<file path="src/rtl/led_chaser_multi.sv">
// LED pattern generator: bounce with end dwell, rotate left/right and fill bar,
// advancing once per prescaler tick.
module led_chaser_multi #(
    parameter int WIDTH = 8,
    parameter int DIV_W = 24,
    parameter int DWELL = 2
) (
    input  logic             clk,
    input  logic             reset,
    input  logic             en,
    input  logic [1:0]       mode,
    input  logic [DIV_W-1:0] div,
    output logic [WIDTH-1:0] led,
    output logic             step_pulse,
    output logic             end_hit
);

    typedef enum logic [1:0] {
        MODE_BOUNCE = 2'b00,
        MODE_ROTL   = 2'b01,
        MODE_ROTR   = 2'b10,
        MODE_FILL   = 2'b11
    } mode_e;

    typedef enum logic {
        DIR_LEFT  = 1'b0,
        DIR_RIGHT = 1'b1
    } dir_e;

    localparam int DW_W = (DWELL > 0) ? $clog2(DWELL + 1) : 1;
    localparam logic [WIDTH-1:0] LED_START = WIDTH'(1);

    logic [WIDTH-1:0] led_q, led_d;
    dir_e             dir_q, dir_d;
    logic [DIV_W-1:0] cnt_q, cnt_d;
    logic [DW_W-1:0]  dwell_q, dwell_d;
    mode_e            mode_q, mode_d;
    logic             step_pulse_q, step_pulse_d;
    logic             end_hit_q, end_hit_d;

    logic tick;
    logic at_end;

    assign tick   = en && (cnt_q >= div);
    assign at_end = (dir_q == DIR_LEFT) ? led_q[WIDTH-1] : led_q[0];

    always_comb begin
        led_d        = led_q;
        dir_d        = dir_q;
        cnt_d        = cnt_q;
        dwell_d      = dwell_q;
        mode_d       = mode_q;
        step_pulse_d = 1'b0;
        end_hit_d    = 1'b0;

        if (mode_e'(mode) != mode_q) begin
            led_d   = LED_START;
            dir_d   = DIR_LEFT;
            cnt_d   = '0;
            dwell_d = '0;
            mode_d  = mode_e'(mode);
        end else if (tick) begin
            cnt_d        = '0;
            step_pulse_d = 1'b1;
            case (mode_q)
                MODE_BOUNCE: begin
                    // At an end: burn the dwell ticks first, then reverse and move away.
                    if (at_end) begin
                        if (int'(dwell_q) < DWELL) begin
                            dwell_d = dwell_q + 1'b1;
                        end else begin
                            dwell_d = '0;
                            if (dir_q == DIR_LEFT) begin
                                dir_d = DIR_RIGHT;
                                led_d = led_q >> 1;
                            end else begin
                                dir_d = DIR_LEFT;
                                led_d = led_q << 1;
                            end
                        end
                    end else if (dir_q == DIR_LEFT) begin
                        led_d     = led_q << 1;
                        end_hit_d = led_q[WIDTH-2];
                    end else begin
                        led_d     = led_q >> 1;
                        end_hit_d = led_q[1];
                    end
                end
                MODE_ROTL: begin
                    led_d     = {led_q[WIDTH-2:0], led_q[WIDTH-1]};
                    end_hit_d = led_q[WIDTH-2];
                end
                MODE_ROTR: begin
                    led_d     = {led_q[0], led_q[WIDTH-1:1]};
                    end_hit_d = led_q[1];
                end
                MODE_FILL: begin
                    if (&led_q) begin
                        led_d = '0;
                    end else begin
                        led_d     = {led_q[WIDTH-2:0], 1'b1};
                        end_hit_d = (&led_q[WIDTH-2:0]) && !led_q[WIDTH-1];
                    end
                end
                default: led_d = LED_START;
            endcase
        end else if (en) begin
            cnt_d = cnt_q + 1'b1;
        end
    end

    always_ff @(posedge clk) begin
        if (reset) begin
            led_q        <= LED_START;
            dir_q        <= DIR_LEFT;
            cnt_q        <= '0;
            dwell_q      <= '0;
            mode_q       <= mode_e'(mode);
            step_pulse_q <= 1'b0;
            end_hit_q    <= 1'b0;
        end else begin
            led_q        <= led_d;
            dir_q        <= dir_d;
            cnt_q        <= cnt_d;
            dwell_q      <= dwell_d;
            mode_q       <= mode_d;
            step_pulse_q <= step_pulse_d;
            end_hit_q    <= end_hit_d;
        end
    end

    assign led        = led_q;
    assign step_pulse = step_pulse_q;
    assign end_hit    = end_hit_q;

endmodule

</file>
<file path="config.mk">
export PLATFORM = sky130hd
export DESIGN_NAME = led_chaser_multi
export DESIGN_NICKNAME = d
export VERILOG_FILES = /design/src/rtl/led_chaser_multi.sv
export SDC_FILE = /design/constraint.sdc
export NUM_CORES = 1
export LEC_CHECK = 0
export BUFFER_PORTS_ARGS = -buffer_cell sky130_fd_sc_hd__buf_2
export CELL_PAD_IN_SITES_DETAIL_PLACEMENT = 1
export CELL_PAD_IN_SITES_GLOBAL_PLACEMENT = 1
export CORE_ASPECT_RATIO = 1.2
export CORE_UTILIZATION = 39
export DETAILED_ROUTE_END_ITERATION = 8
export PLACE_DENSITY = 0.86
export SLEW_MARGIN = 10
export SYNTH_ARGS = -nofsm -noshare
export SYNTH_HDL_FRONTEND = slang
export SYNTH_SLANG_ARGS = --single-unit
export TNS_END_PERCENT = 100
</file>
<file path="constraint.sdc">
create_clock -name clk -period 2.3 [get_ports clk]
set_input_delay 0.23 -clock clk [delete_from_list [all_inputs] [get_ports clk]]
set_output_delay 0.23 -clock clk [all_outputs]
set_load 0.03 [all_outputs]
</file>
==> results.sh <==
export IMPL_status="completed"
export IMPL_placed_cell_area_mm2=0.00323
export IMPL_wl_met2_um=4420
export IMPL_hp_class="input pin to register"
export IMPL_synth_top_area_share_pct=26.1
export IMPL_wire_per_inst_um=17.7
export IMPL_vias=2724
export IMPL_grt_pass1_vias=2737
export IMPL_drt_first_pass_iters=6
export IMPL_drt_met1_wl_um=3500
export IMPL_place_congestion=0.812
export IMPL_antenna_found_initial=0
export IMPL_design_core_area_mm2=0.00694
export IMPL_dieArea_mm2=0.00762
export IMPL_ios=39
export IMPL_post_route_period_util_pct=96.5
export IMPL_numPortBuffers=38
export IMPL_hold_violations=0
export IMPL_crit_type="register to register"
export IMPL_routed_wl_um=8280
export IMPL_maxSlewHeadroom_pct=67.5
export IMPL_synth_nets=381
export IMPL_yosysWarningCount=0
export IMPL_pwr_density_cell_mw_per_mm2=414
export IMPL_crit_arrival_ns=2.44
export IMPL_ant_nets=0
export IMPL_htreeDepth=2
export IMPL_path_clk_slew_ns=0.09
export IMPL_area_delta_synth_final_pct=24.8
export IMPL_max_vdd_ir_drop_v=0.000237
export IMPL_nets=434
export IMPL_fmax_ghz=0.451
export IMPL_place_ws_ns=-0.0292
export IMPL_cts_sinks=39
export IMPL_cts_buffers=5
export IMPL_die_height_um=95.4
export IMPL_fin_util_pct=51.0
export IMPL_dpl_hpwl_um=5830
export IMPL_drt_initial_drc_count=116
export IMPL_n_antenna_cell=0
export IMPL_drv_slew=0
export IMPL_synth_most_common_cell="dfxtp_1"
export IMPL_yosys_area_top_type="dfxtp_1"
export IMPL_start_util_pct=40.9
export IMPL_grt_pass1_wl_um=12500
export IMPL_power_total_w=0.00146
export IMPL_setup_viol_count_final=0
export IMPL_crit_required_ns=2.52
export IMPL_top_layer_used="met4"
export IMPL_synth_commonest_cells="dfxtp_1 (37), inv_1 (35), nand2_1 (34), ha_1 (25), a211oi_2 (18)"
export IMPL_synth_cell_type_count=55
export IMPL_reg2reg_from="cnt_q[7]$_SDFFE_PP0P_"
export IMPL_hold_buffers=0
export IMPL_hold_depth=1
export IMPL_synth_area_leaders="dfxtp_1 (26%), ha_1 (11%), a211oi_2 (7.9%), inv_1 (4.6%), nand2_1 (4.5%)"
export IMPL_synth_edf_count=2
export IMPL_die_w_um=79.8
export IMPL_clk_path_buf_depth=2
export IMPL_syn_instance_count=327
export IMPL_reg2reg_depth=8
export IMPL_drive_gt1_share_pct=30.4
export IMPL_grt_max_degree=23
export IMPL_clockRootBuffer="clkbuf_8"
export IMPL_ys_ff_latch=39
export IMPL_syn_cell_area_mm2=0.00284
export IMPL_globalRoute_totalOverflow=0
export IMPL_vias_per_cell=5.82
export IMPL_finalCriticalPeriod_ns=2.22
export IMPL_synth_ff_type="dfxtp_1"
export IMPL_p_leak_nw=1.47
export IMPL_fin_ws_ns=0.0814
export IMPL_drc=0
export IMPL_crit_fanout=5
export IMPL_grtUsageTotal_pct=21.1
export IMPL_hold_start="mode[1]"
export IMPL_cts_tree="done"
export IMPL_row_count=33
export IMPL_tightest_slew_ns=0.486
export IMPL_finalInstanceArea_mm2=0.00354
export IMPL_fin_skew_ns=0.0133
export IMPL_synth_yosys_seq_area_share_pct=28.2
export IMPL_startpoint_type="register"
export IMPL_route_met3_wl_um=212
export IMPL_clkLatencyLatePin_ns=0.31
export IMPL_critPathCaptureType="register"
export IMPL_async_reset_ff_share_pct=0
export IMPL_cap_violations=0
export IMPL_cp_startpoint="cnt_q[7]$_SDFFE_PP0P_"
export IMPL_syn_avg_cell_area_um2=8.67
## path summary, 6_finish.rpt
path | end | slack (ns)
worst min-delay path | mode_q[1]$_DFFE_PP_ | 0.14
worst max register to register | cnt_q[19]$_SDFFE_PP0P_ | 0.08
worst max-delay path | cnt_q[19]$_SDFFE_PP0P_ | 0.08
worst min register to register | led[3]$_SDFFE_PP0P_ | 0.52
## area by class of cell
cell class              instances  area [um2]
fillers                       822        3400
clock buffers                   5        68.8
inverters                      35         131
multi-input cells             236        1940
repair buffers                 63         442
well taps                      87         109
clock inverters                 3        43.8
flip-flops and latches         39         808
## state kept, by name, indices dropped and copies added (netlist names)
| signal | flops |
|---|---|
| cnt_q | 24 |
| led | 8 |
| dwell_q | 2 |
| step_pulse | 1 |
| dir_q | 1 |
| mode_q | 2 |
| end_hit | 1 |
## report_power, final
part | total, W | internal [W] | switching, W
sequential | 0.000691 | 0.000684 | 0.00000683
clock | 0.000596 | 0.000323 | 0.000272
combinational | 0.000178 | 0.0000714 | 0.000106
## layer usage
layer  track usage, %  up-vias
met3             3.06       14
met4             7.74        0
met2             39.7       64
met5                0        -
met1             23.9     1349
li1                 -     1297
## logic make-up (layout without fill, tap and decap cells)
| group | Yosys count | in the layout | synth area share, % |
|---|---|---|---|
| AND/OR/NAND/NOR | 100 | 100 | 18.9 |
| AO/OA/AOI/OAI | 80 | 80 | 24.4 |
| buffers and inverters | 52 | 106 | 7.41 |
| flip-flops | 39 | 39 | 28.2 |
| adder cells (fa/ha/maj) | 25 | 25 | 11.0 |
| XOR/XNOR | 20 | 20 | 6.18 |
| multiplexers | 11 | 11 | 3.88 |
## what timing repair did
action | in CTS | in global routing
resized for setup | 2 | 20
pin swaps | 3 | 9
endpoints found under the setup margin | 34 | 33
cloned | 0 | 3
buffers inserted | 0 | 3
## stage by stage
step                hold slack, ns  TNS (ns)  cells
detailed placement           0.437   -0.0772    454
CTS                          0.129         0    462
global placement             0.433         0    454
finish                       0.136         0    468
global route                 0.135  -0.00295    468
floorplan                    0.329         0    327
## layout by cell type (no fill, tap or decap), types with 4 or more instances in the layout
cell type | Yosys | final
a211oi_2 | 18 | 19
a21oi_1 | 14 | 14
a22o_1 | 4 | 4
and3_1 | 5 | 5
buf_2 | 6 | 38
buf_4 | 0 | 20
clkbuf_8 | 0 | 5
dfxtp_1 | 37 | 33
ha_1 | 25 | 21
ha_4 | 0 | 4
inv_1 | 35 | 35
mux2i_1 | 11 | 11
nand2_1 | 34 | 34
nand3_1 | 16 | 16
nand4_1 | 11 | 11
nor2_1 | 9 | 9
nor3_1 | 6 | 5
o2111ai_1 | 5 | 4
o21ai_0 | 9 | 9
xnor2_1 | 7 | 7
xor2_1 | 13 | 13
## worst max-delay path, stage by stage (launching register included)
cell	delay (ns)
dfxtp_1	0.40
ha_1	0.29
a21oi_1	0.28
o2111ai_2	0.18
a211oi_2	0.28
buf_4	0.19
o21ai_4	0.11
clkbuf_16	0.20
a211oi_2	0.22
Power figures use the tool's default switching activity.
